## src/rtl/jbi_ncio_prtq_ctl_if.sv

```systemverilog
// Handshake and array-side bundle for the PIO return queue controller.
// master = controller view, slave = producer/consumer/array view.
interface jbi_ncio_prtq_ctl_if #(
   parameter int ADDR_WIDTH = 4,
   parameter int WIDTH      = 146
);
   logic                  enq_vld;
   logic [WIDTH-1:0]      enq_data;
   logic                  enq_rdy;
   logic                  deq_vld;
   logic [WIDTH-1:0]      deq_data;
   logic                  deq_rdy;
   logic                  prtq_csn_wr;
   logic                  prtq_csn_rd;
   logic [ADDR_WIDTH-1:0] prtq_waddr;
   logic [ADDR_WIDTH-1:0] prtq_raddr;
   logic [WIDTH-1:0]      prtq_wdata;
   logic [WIDTH-1:0]      prtq_rdata;
   logic [ADDR_WIDTH:0]   prtq_occ;
   logic                  prtq_ovf_err;

   modport master (
      input  enq_vld, enq_data, deq_rdy, prtq_rdata,
      output enq_rdy, deq_vld, deq_data, prtq_csn_wr, prtq_csn_rd,
             prtq_waddr, prtq_raddr, prtq_wdata, prtq_occ, prtq_ovf_err
   );

   modport slave (
      output enq_vld, enq_data, deq_rdy, prtq_rdata,
      input  enq_rdy, deq_vld, deq_data, prtq_csn_wr, prtq_csn_rd,
             prtq_waddr, prtq_raddr, prtq_wdata, prtq_occ, prtq_ovf_err
   );
endinterface

```

## src/rtl/jbi_ncio_prtq_ctl.sv

```systemverilog
// PRTQ controller: array write/read sequencing plus a 2-entry FWFT output buffer (enq to deq_vld 3 cycles).
// Optional JBI_PRTQ_CTL_HWM_EN adds an occupancy high-water mark (hwm_clr / prtq_hwm).
module jbi_ncio_prtq_ctl #(
   parameter int ADDR_WIDTH = 4,
   parameter int DEPTH      = 16,
   parameter int WIDTH      = 146
) (
   input  logic                   clk,
   input  logic                   rst,
`ifdef JBI_PRTQ_CTL_HWM_EN
   input  logic                   hwm_clr,
   output logic [ADDR_WIDTH:0]    prtq_hwm,
`endif
   jbi_ncio_prtq_ctl_if.master    io
);
   // Pointers wrap naturally, so DEPTH must be 2**ADDR_WIDTH.
   localparam logic [ADDR_WIDTH:0] FULL = (ADDR_WIDTH+1)'(DEPTH);

   logic [ADDR_WIDTH-1:0] wptr_q, wptr_d, rptr_q, rptr_d;
   logic [ADDR_WIDTH:0]   acnt_q, acnt_d, occ_q, occ_d;
   logic                  rd_pend_q, rd_pend_d, ovf_q, ovf_d;
   logic [1:0]            ocnt_q, ocnt_d;
   logic [WIDTH-1:0]      head_q, head_d, tail_q, tail_d;
   logic                  enq_rdy, enq, pop, rd;
   logic [2:0]            inflight;

   always_comb begin
      enq_rdy  = (acnt_q != FULL) & ~rst;
      enq      = io.enq_vld & enq_rdy;
      pop      = (ocnt_q != 2'd0) & io.deq_rdy;
      inflight = {1'b0, ocnt_q} + {2'b0, rd_pend_q};
      // acnt_q is pre-write, so a same-cycle write is never a read candidate.
      rd       = ~rst & (acnt_q != '0) & (inflight < (3'd2 + {2'b0, pop}));

      wptr_d    = enq ? wptr_q + ADDR_WIDTH'(1) : wptr_q;
      rptr_d    = rd  ? rptr_q + ADDR_WIDTH'(1) : rptr_q;
      rd_pend_d = rd;
      ovf_d     = io.enq_vld & ~enq_rdy;

      case ({enq, rd})
         2'b10:   acnt_d = acnt_q + (ADDR_WIDTH+1)'(1);
         2'b01:   acnt_d = acnt_q - (ADDR_WIDTH+1)'(1);
         default: acnt_d = acnt_q;
      endcase

      head_d = head_q;
      tail_d = tail_q;
      ocnt_d = ocnt_q;
      if (pop) begin
         head_d = tail_q;
         ocnt_d = ocnt_q - 2'd1;
      end
      // Capture lands behind whatever survives the pop.
      if (rd_pend_q) begin
         if (ocnt_d == 2'd0) head_d = io.prtq_rdata;
         else                tail_d = io.prtq_rdata;
         ocnt_d = ocnt_d + 2'd1;
      end

      occ_d = acnt_d + (ADDR_WIDTH+1)'(rd_pend_d) + (ADDR_WIDTH+1)'(ocnt_d);
   end

   always_ff @(posedge clk or posedge rst) begin
      if (rst) begin
         wptr_q    <= '0;
         rptr_q    <= '0;
         acnt_q    <= '0;
         rd_pend_q <= 1'b0;
         ocnt_q    <= 2'd0;
         head_q    <= '0;
         tail_q    <= '0;
         occ_q     <= '0;
         ovf_q     <= 1'b0;
      end else begin
         wptr_q    <= wptr_d;
         rptr_q    <= rptr_d;
         acnt_q    <= acnt_d;
         rd_pend_q <= rd_pend_d;
         ocnt_q    <= ocnt_d;
         head_q    <= head_d;
         tail_q    <= tail_d;
         occ_q     <= occ_d;
         ovf_q     <= ovf_d;
      end
   end

   assign io.enq_rdy      = enq_rdy;
   assign io.prtq_csn_wr  = ~enq;
   assign io.prtq_waddr   = wptr_q;
   assign io.prtq_wdata   = io.enq_data;
   assign io.prtq_csn_rd  = ~rd;
   assign io.prtq_raddr   = rptr_q;
   assign io.deq_vld      = (ocnt_q != 2'd0);
   assign io.deq_data     = head_q;
   assign io.prtq_occ     = occ_q;
   assign io.prtq_ovf_err = ovf_q;

`ifdef JBI_PRTQ_CTL_HWM_EN
   logic [ADDR_WIDTH:0] hwm_q, hwm_d;

   always_comb begin
      hwm_d = hwm_q;
      if (hwm_clr)             hwm_d = occ_q;
      else if (occ_q > hwm_q)  hwm_d = occ_q;
   end

   always_ff @(posedge clk or posedge rst) begin
      if (rst) hwm_q <= '0;
      else     hwm_q <= hwm_d;
   end

   assign prtq_hwm = hwm_q;
`endif
endmodule

```

## src/flat_wrapper.sv

```systemverilog
// flat-port wrapper written by rule: the top's interface ports become plain ports
module jbi_ncio_prtq_ctl_flat 
#(
   parameter int ADDR_WIDTH = 4,
   parameter int DEPTH      = 16,
   parameter int WIDTH      = 146
)
  (clk, rst, io_enq_vld, io_enq_data, io_deq_rdy, io_prtq_rdata, io_enq_rdy, io_deq_vld, io_deq_data, io_prtq_csn_wr, io_prtq_csn_rd, io_prtq_waddr, io_prtq_raddr, io_prtq_wdata, io_prtq_occ, io_prtq_ovf_err);
  jbi_ncio_prtq_ctl_if #(.ADDR_WIDTH(ADDR_WIDTH), .WIDTH(WIDTH)) io_i ();
  input  logic clk;
  input  logic rst;
  input wire logic [$bits(io_i.enq_vld)-1:0] io_enq_vld;
  input wire logic [$bits(io_i.enq_data)-1:0] io_enq_data;
  input wire logic [$bits(io_i.deq_rdy)-1:0] io_deq_rdy;
  input wire logic [$bits(io_i.prtq_rdata)-1:0] io_prtq_rdata;
  output wire logic [$bits(io_i.enq_rdy)-1:0] io_enq_rdy;
  output wire logic [$bits(io_i.deq_vld)-1:0] io_deq_vld;
  output wire logic [$bits(io_i.deq_data)-1:0] io_deq_data;
  output wire logic [$bits(io_i.prtq_csn_wr)-1:0] io_prtq_csn_wr;
  output wire logic [$bits(io_i.prtq_csn_rd)-1:0] io_prtq_csn_rd;
  output wire logic [$bits(io_i.prtq_waddr)-1:0] io_prtq_waddr;
  output wire logic [$bits(io_i.prtq_raddr)-1:0] io_prtq_raddr;
  output wire logic [$bits(io_i.prtq_wdata)-1:0] io_prtq_wdata;
  output wire logic [$bits(io_i.prtq_occ)-1:0] io_prtq_occ;
  output wire logic [$bits(io_i.prtq_ovf_err)-1:0] io_prtq_ovf_err;
  assign io_i.enq_vld = io_enq_vld;
  assign io_i.enq_data = io_enq_data;
  assign io_i.deq_rdy = io_deq_rdy;
  assign io_i.prtq_rdata = io_prtq_rdata;
  assign io_enq_rdy = io_i.enq_rdy;
  assign io_deq_vld = io_i.deq_vld;
  assign io_deq_data = io_i.deq_data;
  assign io_prtq_csn_wr = io_i.prtq_csn_wr;
  assign io_prtq_csn_rd = io_i.prtq_csn_rd;
  assign io_prtq_waddr = io_i.prtq_waddr;
  assign io_prtq_raddr = io_i.prtq_raddr;
  assign io_prtq_wdata = io_i.prtq_wdata;
  assign io_prtq_occ = io_i.prtq_occ;
  assign io_prtq_ovf_err = io_i.prtq_ovf_err;
  jbi_ncio_prtq_ctl #(.ADDR_WIDTH(ADDR_WIDTH), .DEPTH(DEPTH), .WIDTH(WIDTH)) u_core (.clk(clk), .rst(rst), .io(io_i));
endmodule
```

## config.mk

```make
export PLATFORM = sky130hd
export DESIGN_NAME = jbi_ncio_prtq_ctl_flat
export DESIGN_NICKNAME = d
export VERILOG_FILES = /design/src/rtl/jbi_ncio_prtq_ctl_if.sv /design/src/rtl/jbi_ncio_prtq_ctl.sv /design/src/flat_wrapper.sv
export SDC_FILE = /design/constraint.sdc
export NUM_CORES = 1
export LEC_CHECK = 0
export BUFFER_PORTS_ARGS = -buffer_cell sky130_fd_sc_hd__buf_2
export CAP_MARGIN = 10
export CORE_AREA = 5 5 236 238
export CTS_CLUSTER_SIZE = 14
export DETAILED_ROUTE_END_ITERATION = 10
export DIE_AREA = 0 0 241 243
export GPL_TIMING_DRIVEN = 1
export PLACE_DENSITY = 0.57
export SLEW_MARGIN = 20
export SYNTH_ARGS = -nofsm -noshare
export SYNTH_HDL_FRONTEND = slang
export SYNTH_SLANG_ARGS = --single-unit
```

## constraint.sdc

```tcl
create_clock -name clk -period 16.47 [get_ports clk]
set_input_delay 3.294 -clock clk [delete_from_list [all_inputs] [get_ports clk]]
set_output_delay 3.294 -clock clk [all_outputs]
set_load 0.01 [all_outputs]
```

==> run_results.csv, run 1 <==
group,metric,value,unit
clock_tree,cts_resized,0,
detailed_routing,ant_nets,0,
power_and_ir_drop,p_per_area,218,nW/um2
detailed_routing,routed_wl,34.3,mm
sta,tightest_slew,1.01,ns
critical_path,worst_ep_arrival_time,4.27,ns
critical_path,r2r-end,"u_core.io.deq_data[62]$_DFF_PP0_",
detailed_routing,vias,8981,
logic_synthesis,synth_flop_cell,"dfrtp_1",
sta,drv_slew,0,
logic_synthesis,netlist_instances,1193,
global_routing,grt_overflow_total,0,
placement,place_area,15400,um2
floorplan,rows,85,
cells_and_area,fin_area,16700,um2
sta,finalCriticalPeriod,7.57,ns
clock_tree,hold_buffers,0,
logic_synthesis,syn_nets,1503,
clock_tree,cts_tree,"yes",
sta,setup_viol_count_final,0,
clock_tree,cts.clk_slew.worst_paths,0.06,ns
placement,gp_congestion,0.711,
clock_tree,cts.sinks,314,
logic_synthesis,ys_async_sr_fraction,100,%
logic_synthesis,synth_common_cells,"dfrtp_1 (314), nand2_1 (153)",
cells_and_area,drive_gt1_share,28.5,%
logic_synthesis,synthTopCellsByArea,"dfrtp_1 (55%), mux2_1 (12%), mux2i_1 (10%)",
critical_path,critPathRequiredTime,13.18,ns
detailed_routing,vias_per_cell,4.35,
flow_run,drv_cap,0,
min_path,min_path_type,"reg -> reg",
detailed_routing,dr.pass1.iters,4,
sta,fin_ws,8.90,ns
detailed_routing,route.detailed.drc,0,
sta,hold_viol,0,
placement,place_ws,8.91,ns
floorplan,start_util,26.7,%
power_and_ir_drop,p_leak,7.94,nW
logic_synthesis,synth_area,14300,um2
logic_synthesis,yosys.area.top_type_share,55.0,%
logic_synthesis,synth_top_area_cell,"dfrtp_1",
critical_path,r2r_slack,12.78,ns
floorplan,die_area,58600,um2
cells_and_area,area_growth,16.7,%
floorplan,core-area,53400,um2
global_routing,track_usage,11.4,%
placement,hpwlAfterDp,22.7,mm
global_routing,antenna_found_initial,1,
sta,rsz0062_at_grt,"no",
critical_path,worstSetupStartpointType,"input pin",
critical_path,worstSetupPathType,"in -> out",
global_routing,grt_pass1_wl,54.1,mm
min_path,hold_path_depth,1,
power_and_ir_drop,ir_drop,0.143,mV
min_path,hold_start,"u_core.io.prtq_waddr[3]$_DFFE_PP0P_",
logic_synthesis,yosys_warnings,0,
cells_and_area,antenna_cells,0,
detailed_routing,wl_per_cell,16.6,um
clock_tree,htree_levels,2,
clock_tree,clk_latency,0.54,ns
logic_synthesis,yosysSeqAreaShare,55.0,%
logic_synthesis,ys_ff_latch,314,
logic_synthesis,synth_edf_count,0,
min_path,hold-path-endpoint,"u_core.io.prtq_waddr[3]$_DFFE_PP0P_",
global_routing,grt_max_degree,147,
clock_tree,postCtsSetupBuffers,0,
critical_path,crit_fanout,9,
sta,fin_setup_tns,0,ns
sta,max_clock_freq,132,MHz
logic_synthesis,synth.most_common_cell,"dfrtp_1",
sta,relSlewSlack,32.5,%
run_status,status,"complete, no violations",
logic_synthesis,synthDistinctLibCells,36,
clock_tree,clockRootBuffer,"clkbuf_16",
floorplan,die_width,241,um
floorplan,ioPinCount,606,
sta,finClkSkew,0.0231,ns
floorplan,dieHeight,243,um
critical_path,rr_startpoint,"u_core.ocnt_q[1]$_DFF_PP0_",
critical_path,rr_worst_depth,9,
clock_tree,clk_path_buf_depth,3,
critical_path,cp-end-kind,"output pin",
detailed_routing,first_iter_violations,372,
placement,io_buffer_count,313,
clock_tree,cts_inserted_buffers,36,
global_routing,grt_pass1_vias,9485,
logic_synthesis,avgSynthCellArea,12.0,um2
sta,finalCritPeriodShare,45.9,%
cells_and_area,nNetsFinal,1650,
[critical path, stage by stage]
cell      delay (ns)
buf_2           0.11
nand2b_4        0.11
o21ai_1         0.13
and3_1          0.38
inv_2           0.09
buf_2           0.15
[registers in the layout (all words and copies together), names as in the netlist]
name,flops
u_core.io.prtq_waddr,4
u_core.acnt_q,5
u_core.tail_q,146
u_core.io.prtq_occ,5
u_core.io.prtq_raddr,4
u_core.ocnt_q,2
u_core.io.deq_data,146
u_core.io.prtq_ovf_err,1
u_core.rd_pend_q,1
[how the worst max path moves through the flow]
stage	endpoint	slack [ns]	startpoint	cells past startpoint
3_5_place_dp	io_prtq_csn_rd	8.91	io_deq_rdy	6
6_report	io_prtq_csn_rd	8.90	io_deq_rdy	6
2_1_floorplan	u_core.acnt_q[0]$_DFF_PP0_	4.49	rst	1
4_1_cts	io_prtq_csn_rd	8.90	io_deq_rdy	6
3_3_place_gp	io_prtq_csn_rd	8.91	io_deq_rdy	6
5_1_grt	io_prtq_csn_rd	8.83	io_deq_rdy	6
[stage by stage]
step / util [%] / hold slack, ns / std cells / total power [W]
final: 31.2 / 0.466 / 2063 / 0.00363
after global placement: 28.9 / 0.460 / 1998 / 0.00277
after global routing: 31.2 / 0.490 / 2063 / 0.00391
after CTS: 31.2 / 0.468 / 2063 / 0.00370
after detailed placement: 28.9 / 0.451 / 1998 / 0.00284
after floorplan: - / 0.457 / 1193 / 0.00239
[per-layer routing]
layer / GRT usage, % / up-vias / wire [um]
li1: - / 4213 / -
met1: 13.7 / 4375 / 14200
met2: 18.8 / 331 / 16500
met3: 4.18 / 58 / 2810
met4: 3.48 / 4 / 802
met5: 1.01 / - / 42
[where the power goes]
part / leakage [nW] / switching [W] / internal, W / total, W
Sequential: 3.73 / 0.000207 / 0.00119 / 0.00139
Combinational: 3.59 / 0.000758 / 0.000644 / 0.00140
Clock: 0.615 / 0.000323 / 0.000507 / 0.000830
Total: 7.94 / 0.00129 / 0.00234 / 0.00363
[cells in the final DEF, fill, tap and decap left out, types with 11 or more instances in the layout]
master and n:
buf_2 313, clkbuf_16 38, dfrtp_1 314, ha_1 11
mux2_1 147, mux2i_1 147, nand2_1 153, o21ai_1 147
xnor2_1 11
[layout make-up]
class	instances	area, um2
fillers	5435	36700
flip-flops and latches	314	7860
multi-input cells	656	4990
repair buffers	322	1660
clock buffers	53	1090
well taps	696	871
clock inverters	12	154
inverters	10	45.0
[logic make-up after synthesis]
logic type	count (synthesis)	share of synthesized area, %
DFF	314	55.0
muxes	295	22.0
buffers and inverters	223	10.1
and+or+nand+nor	173	4.79
AOI/OAI and AO/OA	160	5.82
xor gates and xnor gates	14	0.859
adders and majority gates	14	1.38
Power figures use the tool's default switching activity.
==> run 2, diff against run 1 <==
--- a/config.mk
+++ b/config.mk
@@ -7,12 +7,12 @@
 export LEC_CHECK = 0
 export BUFFER_PORTS_ARGS = -buffer_cell sky130_fd_sc_hd__buf_2
 export CAP_MARGIN = 10
-export CORE_AREA = 5 5 236 238
+export CORE_AREA = 5 5 235 237
 export CTS_CLUSTER_SIZE = 14
 export DETAILED_ROUTE_END_ITERATION = 10
-export DIE_AREA = 0 0 241 243
+export DIE_AREA = 0 0 240 242
 export GPL_TIMING_DRIVEN = 1
-export PLACE_DENSITY = 0.57
+export PLACE_DENSITY = 0.59
 export SLEW_MARGIN = 20
 export SYNTH_ARGS = -nofsm -noshare
 export SYNTH_HDL_FRONTEND = slang
==> constraint.sdc (replaced) <==
create_clock -name clk -period 6.6 [get_ports clk]
set_input_delay 1.32 -clock clk [delete_from_list [all_inputs] [get_ports clk]]
set_output_delay 1.32 -clock clk [all_outputs]
set_load 0.01 [all_outputs]
==> run_results.csv, run 2 (synthesized netlist as in run 1, its figures left out) <==
group,metric,value,unit
placement,gp_congestion,0.731,
power_and_ir_drop,intPower,0.00566,W
critical_path,rr_startpoint,"u_core.ocnt_q[0]$_DFF_PP0_",
clock_tree,clockRootBuffer,"clkbuf_16",
detailed_routing,route.detailed.drc,0,
flow_run,drv_cap,0,
floorplan,die_width,240,um
critical_path,slowest_stage,"fa_1",
placement,hpwlAfterDp,23.0,mm
sta,rsz0062_at_grt,"no",
detailed_routing,wl_per_cell,16.6,um
critical_path,r2r-end,"u_core.io.prtq_occ[4]$_DFF_PP0_",
floorplan,ioPinCount,606,
detailed_routing,first_iter_violations,402,
run_status,status,"complete, no violations",
critical_path,cpMostUsedCell,"fa_1",
detailed_routing,vias,8997,
power_and_ir_drop,ir_drop,0.326,mV
global_routing,grt_max_degree,163,
cells_and_area,area_growth,16.2,%
power_and_ir_drop,swShare,36.1,%
clock_tree,cts_inserted_buffers,37,
sta,finalCritPeriodShare,64.2,%
clock_tree,postCtsSetupBuffers,0,
clock_tree,clk_path_buf_depth,3,
sta,hold_viol,0,
floorplan,core-area,53100,um2
min_path,hold_start,"u_core.io.prtq_waddr[3]$_DFFE_PP0P_",
global_routing,antenna_found_initial,1,
cells_and_area,nNetsFinal,1653,
clock_tree,cts.sinks,314,
global_routing,track_usage,11.5,%
power_and_ir_drop,p_leak,7.88,nW
clock_tree,cts_resized,0,
detailed_routing,vias_per_cell,4.36,
sta,finClkSkew,0.0172,ns
power_and_ir_drop,p_sw,0.00320,W
critical_path,worstSetupPathType,"in -> reg",
critical_path,r2r_slack,2.51,ns
global_routing,grt_pass1_wl,54.4,mm
critical_path,worstSetupStartpointType,"input pin",
sta,fin_setup_tns,0,ns
critical_path,rr_worst_depth,14,
global_routing,grt_pass1_vias,9709,
sta,tightest_slew,1.04,ns
cells_and_area,drive_gt1_share,28.4,%
floorplan,dieHeight,242,um
clock_tree,clk_latency,0.52,ns
sta,finalCriticalPeriod,4.24,ns
clock_tree,cts.clk_slew.worst_paths,0.05,ns
power_and_ir_drop,seqPwrFrac,39.3,%
critical_path,cp-end-kind,"flop",
critical_path,worst_ep_arrival_time,4.68,ns
placement,io_buffer_count,313,
sta,setup_viol_count_final,0,
power_and_ir_drop,p_per_area,535,nW/um2
min_path,min_path_type,"reg -> reg",
floorplan,rows,85,
power_and_ir_drop,pwr-share-clk,20.9,%
critical_path,critPathRequiredTime,7.04,ns
global_routing,grt_overflow_total,0,
floorplan,start_util,26.9,%
power_and_ir_drop,pwr-share-comb,39.8,%
sta,relSlewSlack,30.5,%
clock_tree,cts_tree,"yes",
detailed_routing,routed_wl,34.2,mm
detailed_routing,dr.pass1.iters,4,
sta,drv_slew,0,
cells_and_area,final_cells,2063,
min_path,hold_path_depth,1,
clock_tree,htree_levels,2,
critical_path,cp_cell_sequence,"buf_2 -> nand2b_4 -> o21ai_1 -> and3_1 -> ha_1 -> fa_1 -> mux2_2 -> fa_1 -> inv_1 -> a211o_1 -> o31ai_1 -> o22ai_1 -> xor2_1",
floorplan,die_area,58100,um2
cells_and_area,layout_common_cells,"dfrtp_1 (314), buf_2 (313), nand2_1 (153)",
sta,max_clock_freq,236,MHz
critical_path,max_stage_delay,0.45,ns
detailed_routing,ant_nets,0,
placement,dp.cells,2000,
cells_and_area,layout_commonest_cell,"dfrtp_1",
clock_tree,hold_buffers,0,
critical_path,crit_fanout,40,
min_path,hold-path-endpoint,"u_core.io.prtq_waddr[3]$_DFFE_PP0P_",
[run 2: changes by cell type in the layout (fill, tap and decap cells not counted), moves of 3 or more]
cell | previous run | this run
bufinv_16 | 3 | 0
buf_4 | 7 | 4
buf_12 | 2 | 7
clkinvlp_4 | 0 | 4
clkbuf_8 | 8 | 3
clkinv_2 | 6 | 9
[run 2: metal layers]
metal	GRT usage (%)	vias to the layer above	share of wire [%]
met5	0.926	-	0.099
met4	3.86	2	2.7
met3	4.39	64	9.0
met2	18.5	340	47
met1	14.1	4378	41
li1	-	4213	-
[run 2: per-stage QoR]
stage / power [W] / cell area, um2 / setup WS (ns) / hold slack, ns / util (%)
3_3_place_gp: 0.00696 / 15500 / 1.85 / 0.454 / 29.2
5_1_grt: 0.00959 / 16600 / 2.14 / 0.495 / 31.2
2_1_floorplan: 0.00596 / 14300 / 1.10 / 0.457 / -
4_1_cts: 0.00906 / 16600 / 2.36 / 0.468 / 31.2
3_5_place_dp: 0.00713 / 15500 / 1.81 / 0.456 / 29.2
6_report: 0.00886 / 16600 / 2.36 / 0.466 / 31.2
[run 2: power groups by stage]
stage / logic, W / clock network [W] / registers (W)
6_report: 0.00353 / 0.00185 / 0.00349
5_1_grt: 0.00395 / 0.00202 / 0.00362
4_1_cts: 0.00362 / 0.00194 / 0.00349
3_5_place_dp: 0.00362 / 0 / 0.00352
3_3_place_gp: 0.00350 / 0 / 0.00346
2_1_floorplan: 0.00231 / 0 / 0.00365
[run 2: how the worst max path moves through the flow]
stage | from | to | slack, ns | depth (start not counted)
after floorplan | rst | u_core.acnt_q[0]$_DFF_PP0_ | 1.10 | 1
after global placement | io_deq_rdy | u_core.io.prtq_occ[4]$_DFF_PP0_ | 1.85 | 13
after detailed placement | io_deq_rdy | u_core.io.prtq_occ[4]$_DFF_PP0_ | 1.81 | 13
after CTS | io_deq_rdy | u_core.io.prtq_occ[4]$_DFF_PP0_ | 2.36 | 13
after global routing | io_deq_rdy | u_core.io.prtq_occ[4]$_DFF_PP0_ | 2.14 | 13
final | io_deq_rdy | u_core.io.prtq_occ[4]$_DFF_PP0_ | 2.36 | 13
[run 2: worst max-delay path, delay by kind of cell]
kind	cells	cell delay (ns)
compound gates	4	0.64
xor+xnor	1	0.16
fa+ha+maj	3	1.23
buf+inv	2	0.18
mux	1	0.31
simple gates	2	0.82
[run 2: area by class of cell]
cell class                 instances  area [um2]
antenna                            1        2.50
clock buffer                      48         997
clock inverter                    14        85.1
fill                            5338       36500
inverter                          10        41.3
multi-input combinational        656        4990
sequential                       314        7860
tap                              696         871
timing repair buffer             324        1740
